$ cat src/rtl/fp_adder_arbiter.sv
`default_nettype none
// fp_adder_arbiter: shares one combinational fp_adder between two requesters (IDLE -> CALC -> DONE).
// Optional macro FP_ADDER_ARB_FIXED_PRI_EN: fixed priority (requester 0 wins ties) instead of round-robin.
module fp_adder_arbiter #(
  parameter int EXP_W  = 4,
  parameter int FRAC_W = 8,
  parameter int CNT_W  = 8
) (
  input  logic              clk,
  input  logic              reset,
  input  logic [1:0]        req,
  input  logic              a0_sign,
  input  logic              b0_sign,
  input  logic [EXP_W-1:0]  a0_exp,
  input  logic [EXP_W-1:0]  b0_exp,
  input  logic [FRAC_W-1:0] a0_frac,
  input  logic [FRAC_W-1:0] b0_frac,
  input  logic              a1_sign,
  input  logic              b1_sign,
  input  logic [EXP_W-1:0]  a1_exp,
  input  logic [EXP_W-1:0]  b1_exp,
  input  logic [FRAC_W-1:0] a1_frac,
  input  logic [FRAC_W-1:0] b1_frac,
  output logic              add_sign1,
  output logic              add_sign2,
  output logic [EXP_W-1:0]  add_exp1,
  output logic [EXP_W-1:0]  add_exp2,
  output logic [FRAC_W-1:0] add_frac1,
  output logic [FRAC_W-1:0] add_frac2,
  input  logic              add_sign_out,
  input  logic [EXP_W-1:0]  add_exp_out,
  input  logic [FRAC_W-1:0] add_frac_out,
  output logic [1:0]        grant,
  output logic [1:0]        done,
  output logic              res_sign,
  output logic [EXP_W-1:0]  res_exp,
  output logic [FRAC_W-1:0] res_frac,
  output logic              busy,
  output logic [CNT_W-1:0]  op_cnt
);

  typedef enum logic [1:0] {
    S_IDLE = 2'd0,
    S_CALC = 2'd1,
    S_DONE = 2'd2
  } state_t;

  state_t state, state_nxt;
  logic   owner;
  logic   win1;

`ifdef FP_ADDER_ARB_FIXED_PRI_EN
  assign win1 = req[1] & ~req[0];
`else
  logic last_grant;
  // On contention requester 1 wins only if requester 0 owned the adder last.
  assign win1 = req[1] & (~req[0] | ~last_grant);
`endif

  assign busy = (state != S_IDLE);

  always_ff @(posedge clk or posedge reset) begin
    if (reset) state <= S_IDLE;
    else       state <= state_nxt;
  end

  always_comb begin
    state_nxt = state;
    case (state)
      S_IDLE:  if (req != 2'b00) state_nxt = S_CALC;
      S_CALC:  state_nxt = S_DONE;
      S_DONE:  state_nxt = S_IDLE;
      default: state_nxt = S_IDLE;
    endcase
  end

  always_ff @(posedge clk or posedge reset) begin
    if (reset) begin
      owner     <= 1'b0;
      grant     <= 2'b00;
      done      <= 2'b00;
      add_sign1 <= 1'b0;
      add_sign2 <= 1'b0;
      add_exp1  <= '0;
      add_exp2  <= '0;
      add_frac1 <= '0;
      add_frac2 <= '0;
      res_sign  <= 1'b0;
      res_exp   <= '0;
      res_frac  <= '0;
      op_cnt    <= '0;
`ifndef FP_ADDER_ARB_FIXED_PRI_EN
      last_grant <= 1'b1;
`endif
    end else begin
      done <= 2'b00;
      case (state)
        S_IDLE: begin
          if (req != 2'b00) begin
            owner     <= win1;
            grant     <= win1 ? 2'b10 : 2'b01;
            add_sign1 <= win1 ? a1_sign : a0_sign;
            add_sign2 <= win1 ? b1_sign : b0_sign;
            add_exp1  <= win1 ? a1_exp  : a0_exp;
            add_exp2  <= win1 ? b1_exp  : b0_exp;
            add_frac1 <= win1 ? a1_frac : a0_frac;
            add_frac2 <= win1 ? b1_frac : b0_frac;
          end
        end
        S_CALC: begin
          res_sign <= add_sign_out;
          res_exp  <= add_exp_out;
          res_frac <= add_frac_out;
          done     <= owner ? 2'b10 : 2'b01;
        end
        S_DONE: begin
          op_cnt <= op_cnt + CNT_W'(1);
          grant  <= 2'b00;
`ifndef FP_ADDER_ARB_FIXED_PRI_EN
          last_grant <= owner;
`endif
        end
        default: ;
      endcase
    end
  end

endmodule
`default_nettype wire

$ cat config.mk
export PLATFORM = sky130hd
export DESIGN_NAME = fp_adder_arbiter
export DESIGN_NICKNAME = d
export VERILOG_FILES = /design/src/rtl/fp_adder_arbiter.sv
export SDC_FILE = /design/constraint.sdc
export NUM_CORES = 1
export LEC_CHECK = 0
export CAP_MARGIN = 5
export CORE_MARGIN = 5
export CORE_UTILIZATION = 50
export CTS_CLUSTER_DIAMETER = 80
export CTS_CLUSTER_SIZE = 20
export DETAILED_ROUTE_END_ITERATION = 10
export DONT_BUFFER_PORTS = 1
export PLACE_DENSITY = 0.71
export SYNTH_ARGS = -nofsm -noshare
export SYNTH_HDL_FRONTEND = slang
export SYNTH_SLANG_ARGS = --single-unit
$ cat constraint.sdc
create_clock -name clk -period 1.7 [get_ports clk]
set_clock_uncertainty 0.2 [all_clocks]
set_input_delay 0.17 -clock clk [delete_from_list [all_inputs] [get_ports clk]]
set_output_delay 0.17 -clock clk [all_outputs]
set_load 0.01 [all_outputs]
==> flow_summary.yaml, run 1 <==
clocking:
  clkSinkCount: 55
  clk_pin_slew_worst_paths_ns: 0.10
  cts_root_buffer: "clkbuf_8"
  htreeDepth: 2
  clk_latency_ns: 0.31
  cts_tree: "done"
  cts_buffers: 5
  cts_buffer_depth: 2
global_route:
  overflow: 0
  grt_max_degree: 27
  antenna_found_initial: 0
  grtUsageTotal: 0.190
  grt_pass1_vias: 1785
  grt_pass1_wl_um: 9540
synth:
  synthCells: 164
  synthDistinctLibCells: 26
  avgSynthCellArea_um2: 15.8
  yosys.area.top_type: "dfrtp_1"
  syn_nets: 234
  ys_ff_latch: 55
  yosys-top-cells-area: "dfrtp_1 (52%), mux2_4 (22%), mux2_2 (13%), xnor2_1 (2.0%), buf_12 (1.5%)"
  synth-warning-count: 0
  synth_top_area_frac: 0.523
  syn_area_mm2: 0.00258
  ys_seq_area_frac: 0.533
hold_path:
  hold-path-endpoint: "grant[1]"
  holdCritStartpoint: "req[1]"
  min_path_cells: 3
  holdCritPathClass: "input port to flip-flop"
timing:
  whs_ns: 0.0203
  finalWorstSetupSlack_ns: -0.113
  drv_slew: 0
  finalCritPeriodShare: 1.07
  setup_viol_count_final: 26
  rsz0062_at_grt: "true"
  worst_slew_pin_slew_ns: 0.536
  max_slew_margin: 0.642
  period_needed_ns: 1.81
  hold_viol: 0
  maxClockFrequency_ghz: 0.552
critical_path:
  crit_type: "flip-flop to flip-flop"
  r2r_setup_slack_ns: -0.11
  cp_slowest_cell: "dfstp_2"
  critPathArrivalTime_ns: 1.80
  start_kind: "flip-flop"
  cp_max_fo: 8
  worstPathRequired_ns: 1.69
  end_kind: "flip-flop"
  reg2reg_depth: 4
  path_cells: "a21bo_4, buf_16, mux2_4, mux2_4"
  cp_common_cell: "mux2_4"
  regToRegEndpoint: "add_exp1[0]"
  cpPeakStageDelay_ns: 0.55
  r2r-start: "last_grant"
detailed_routing:
  num_vias: 1611
  avgRoutedWirePerCell_um: 20.6
  via_per_inst: 5.11
  firstDrtPassIters: 4
  drtAntennaViolNets: 0
  routed_wl_um: 6480
  drt_iter0_markers: 28
  drc: 0
pwr:
  power.density_mw_per_mm2: 1590
  p_leak_nw: 1.68
  ir_drop_uv: 1060
die:
  fp-row-count: 26
  die_w_um: 81.9
  fp.dieH_um: 81.9
  dieArea_mm2: 0.00671
  core_area_mm2: 0.00507
  boundaryPins: 121
  initial_core_util: 0.509
job:
  cap_violations: 0
run_status:
  violations: "negative setup slack"
  status: "complete, but fails checks"
place:
  dp_slack_ns: -0.123
  place.gp.congestion: 0.673
  hpwl_um: 4000
  portBuffers: 0
  dp_cells: 238
final_layout:
  drive_gt1_frac: 0.398
  final_cells: 315
  synthToLayoutAreaGrowth_pct: 40.6
  final_nets: 313
==> critical path, delay by kind of cell, from the launching register on <==
| family | cells | cell delay, ns |
|---|---|---|
| AO/OA/AOI/OAI | 1 | 0.21 |
| buffers and inverters | 1 | 0.16 |
| multiplexers | 2 | 0.57 |
| flip-flops | 1 | 0.55 |
==> repair_timing <==
action / CTS / global route
setup endpoints to repair: 26 / 26
hold endpoints to repair: 81 / 1
hold buffers: 65 / 1
setup buffers: 0 / 0
gates resized for setup: 5 / 15
pin swaps: 1 / 1
cloned: 1 / 1
==> worst max path at each step <==
| stage | start | endpoint | slack [ns] | cells past startpoint |
|---|---|---|---|---|
| after floorplan | last_grant | add_exp1[2] | -0.05 | 5 |
| after global placement | last_grant | add_frac2[6] | -0.08 | 4 |
| after detailed placement | last_grant | add_frac1[2] | -0.12 | 4 |
| after CTS | last_grant | add_exp2[3] | -0.11 | 4 |
| after global routing | last_grant | add_frac1[4] | -0.14 | 4 |
| final | last_grant | add_exp1[0] | -0.11 | 4 |
==> per-layer routing <==
layer  vias to the layer above  track usage  part of all wire
met5                         -            0                 0
met4                         0       0.0482            0.0065
met1                       791        0.193              0.35
met3                         6       0.0866              0.12
li1                        732            -                 -
met2                        82        0.349              0.52
==> flip-flops by register name, summed over array words and instances (netlist names) <==
name,count
add_exp1,4
res_exp,4
add_sign2,1
grant,2
op_cnt,8
owner,1
add_frac1,8
done,2
add_sign1,1
add_frac2,8
res_sign,1
last_grant,1
res_frac,8
add_exp2,4
state,2
==> where the power goes <==
group	internal, mW	switching, mW
Sequential	1.94	0.798
Combinational	1.42	0.726
Clock	0.447	0.435
Total	3.81	1.96
==> cells by family (layout without fill, tap and decap cells) <==
| logic type | Yosys count | count (layout) | share of synthesized area |
|---|---|---|---|
| adder cells (fa/ha/maj) | 1 | 1 | 0.00484 |
| AND/OR/NAND/NOR | 16 | 16 | 0.0354 |
| flip-flops | 55 | 55 | 0.533 |
| multiplexers | 67 | 67 | 0.347 |
| AO/OA/AOI/OAI | 5 | 5 | 0.0150 |
| XOR/XNOR | 7 | 7 | 0.0237 |
| buffers and inverters | 13 | 93 | 0.0407 |
| other | 0 | 1 | 0 |
==> synth_stat cells <==
cell	n
or3_4	1
dfrtp_1	54
o211a_1	1
mux2_2	29
nand4_1	3
nand2b_1	1
clkbuf_1	2
o21ai_0	2
xnor2_1	6
a21bo_1	1
dfstp_2	1
or2_1	1
buf_4	2
nor2_1	4
and3_1	1
buf_2	1
nor2b_1	1
xor2_1	1
buf_12	2
buf_6	2
a21oi_2	1
inv_1	4
mux2_4	38
ha_1	1
and4b_1	1
nand2_1	3
==> layout make-up <==
| type | count | area (µm²) |
|---|---|---|
| Tap cell | 70 | 87.6 |
| Clock buffer | 5 | 68.8 |
| Multi-Input combinational cell | 96 | 1170 |
| Antenna cell | 1 | 2.50 |
| Sequential cell | 55 | 1380 |
| Inverter | 4 | 18.8 |
| Fill cell | 342 | 1440 |
| Timing Repair Buffer | 81 | 861 |
| Clock inverter | 3 | 47.5 |
==> stage by stage <==
| stage | cell area [µm²] | total power [mW] | TNS [ns] | util |
|---|---|---|---|---|
| after global routing | 3630 | 6.06 | -3.24 | 0.715 |
| after detailed placement | 2730 | 4.61 | -2.04 | 0.538 |
| after global placement | 2730 | 4.49 | -1.21 | 0.538 |
| after floorplan | 2590 | 4.08 | -0.989 | - |
| final | 3630 | 5.77 | -2.44 | 0.716 |
| after CTS | 3540 | 5.66 | -2.10 | 0.697 |
==> placed cells by master (no fill, tap or decap), drive strengths merged, types with 2 or more instances in the layout <==
cell,Yosys,layout
dlygate4sd3,0,66
clkbuf,2,6
nor2,4,4
nand2,3,3
buf,7,14
mux2,67,67
nand4,3,3
xnor2,6,6
dfrtp,54,54
inv,4,4
o21ai,2,2
Power figures use the tool's default switching activity.
==> inputs of run 2 (changes only) <==
--- a/config.mk
+++ b/config.mk
@@ -5,6 +5,7 @@
 export SDC_FILE = /design/constraint.sdc
 export NUM_CORES = 1
 export LEC_CHECK = 0
+export ABC_CLOCK_PERIOD_IN_PS = 1700
 export CAP_MARGIN = 5
 export CORE_MARGIN = 5
 export CORE_UTILIZATION = 50
==> results of run 2 <==
No change in the layout: final DEF, timing and power equal those of run 1.
==> inputs of run 3 (changes only) <==
--- a/config.mk
+++ b/config.mk
@@ -13,7 +13,7 @@
 export CTS_CLUSTER_SIZE = 20
 export DETAILED_ROUTE_END_ITERATION = 10
 export DONT_BUFFER_PORTS = 1
-export PLACE_DENSITY = 0.71
+export PLACE_DENSITY = 0.68
 export SYNTH_ARGS = -nofsm -noshare
 export SYNTH_HDL_FRONTEND = slang
 export SYNTH_SLANG_ARGS = --single-unit
==> run 3 against run 2 <==
  * The flow still finishes with violations (negative setup slack)
  * Critical path depth is the same
  * Largest power group unchanged
  * Final cell count decreased by 0.32%
  * Clock power down 0.8%
  * Routed wire length down 1.7%
  * First-iteration DRC count rose by 79%
  * Utilization fell by 0.20 points
  * Critical endpoint is now add_exp1[2]
  * Worst hold slack improved by 0.036 ns
  * Via count decreased by 0.12%
  * Global-route usage is 0.50 points lower
  * Sequential share of layout area up 0.10 points
==> flow_summary.yaml, run 3 (synthesis results as in run 1) <==
timing:
  setup_viol_count_final: 26
  finalWorstSetupSlack_ns: -0.105
  period_needed_ns: 1.81
  finalCritPeriodShare: 1.06
  hold_viol: 0
  drv_slew: 0
  maxClockFrequency_ghz: 0.554
  worst_slew_pin_slew_ns: 0.291
  rsz0062_at_grt: "true"
  max_slew_margin: 0.806
critical_path:
  cp_slowest_cell: "dfstp_2"
  end_kind: "flip-flop"
  r2r-start: "last_grant"
  worstPathRequired_ns: 1.69
  crit_cells: 4
  cpPeakStageDelay_ns: 0.55
  critPathArrivalTime_ns: 1.79
  cp-startpoint: "last_grant"
  cp_max_fo: 8
  start_kind: "flip-flop"
  crit_type: "flip-flop to flip-flop"
  cp_top_family: "multiplexers"
  path_cells: "a21bo_4, buf_16, mux2_4, mux2_4"
  cp_common_cell: "mux2_4"
  path_buf_inv: 1
  reg2reg_depth: 4
die:
  die_w_um: 81.9
  dieArea_mm2: 0.00671
  boundaryPins: 121
  fp-row-count: 26
  fp.dieH_um: 81.9
  core_area_mm2: 0.00507
  initial_core_util: 0.509
global_route:
  grt_pass1_wl_um: 9270
  grtUsageTotal: 0.185
  grt_pass1_vias: 1825
  grt_max_degree: 56
  antenna_found_initial: 0
  overflow: 0
final_layout:
  final_area_mm2: 0.00362
  final_cell_mix: "dlygate4sd3_1 (66), dfrtp_1 (54), mux2_4 (51)"
  synthToLayoutAreaGrowth_pct: 40.2
  final_nets: 312
  postLayoutCoreUtil: 0.714
  final_common_cell: "dlygate4sd3_1"
  drive_gt1_frac: 0.395
detailed_routing:
  drt_iter0_markers: 50
  routed_wl_um: 6360
  num_vias: 1609
  firstDrtPassIters: 4
  drtAntennaViolNets: 0
  via_per_inst: 5.12
  avgRoutedWirePerCell_um: 20.3
  drc: 0
pwr:
  ir_drop_uv: 907
  p_leak_nw: 1.67
  total_power_mw: 5.72
  power.density_mw_per_mm2: 1580
clocking:
  cts_root_buffer: "clkbuf_8"
  clk_pin_slew_worst_paths_ns: 0.09
  cts_buffer_depth: 2
  clkSinkCount: 55
  cts_setup_buffers: 0
  htreeDepth: 2
  cts_buffers: 5
  clk_latency_ns: 0.30
  cts_tree: "done"
hold_path:
  min_path_cells: 3
  holdCritStartpoint: "req[1]"
  holdCritPathClass: "input port to flip-flop"
place:
  portBuffers: 0
  place.gp.congestion: 0.674
  hpwl_um: 3820
  dpl_cell_area_mm2: 0.00272
run_status:
  violations: "negative setup slack"
  status: "complete, but fails checks"
job:
  cap_violations: 0
## run 3: cell count changes in the layout (fill, tap and decap cells not counted)
cell,previous run,this run
mux2_2,15,16
inv_6,1,0
clkinv_4,1,0
clkbuf_8,5,6
buf_4,9,8
mux2_4,52,51
clkinv_2,0,1
## run 3: per-stage QoR
stage	instances	TNS, ns	setup WS (ns)	hold WS [ns]
final	314	-2.08	-0.105	0.0567
after CTS	311	-1.91	-0.101	-0.0682
after global routing	313	-2.89	-0.136	0.0832
after global placement	237	-1.19	-0.0751	-0.0721
after floorplan	164	-0.989	-0.0535	0.0438
after detailed placement	237	-2.06	-0.121	-0.0546
## run 3: final cells by class
| cell class | count | area, µm² |
|---|---|---|
| fill | 340 | 1450 |
| sequential | 55 | 1380 |
| multi-input combinational | 96 | 1170 |
| timing repair buffer | 80 | 853 |
| tap | 70 | 87.6 |
| clock buffer | 6 | 82.6 |
| clock inverter | 2 | 35.0 |
| inverter | 4 | 18.8 |
| antenna | 1 | 2.50 |
## run 3: final timing paths
kind | end | slack [ns]
setup / recovery | add_exp1[2] | -0.11
hold / removal | grant[1] | 0.06
setup reg to reg | add_exp1[2] | -0.11
hold reg to reg | done[0] | 0.26
max in group asynchronous | last_grant | 0.80
min in group asynchronous | add_frac2[6] | 0.21
## run 3: worst reg2reg max path: stages (launching register included)
cell,delay [ns]
dfstp_2,0.55
a21bo_4,0.21
buf_16,0.16
mux2_4,0.30
mux2_4,0.27
## run 3: repair_timing
item	in CTS	in global routing
endpoints found under the hold margin	94	1
setup endpoints to repair	26	26
hold buffers	65	1
cloned	1	1
pin swaps	1	1
resized for setup	12	7
## run 3: where the power goes
part	internal, mW	switching (mW)
sequential	1.94	0.793
clock	0.477	0.398
combinational	1.39	0.726
total	3.80	1.92
## run 3: routing by layer
metal	global-route usage	wire, µm
met5	0	0
met4	0.0631	95
met3	0.0822	768
met2	0.330	3150
met1	0.191	2350
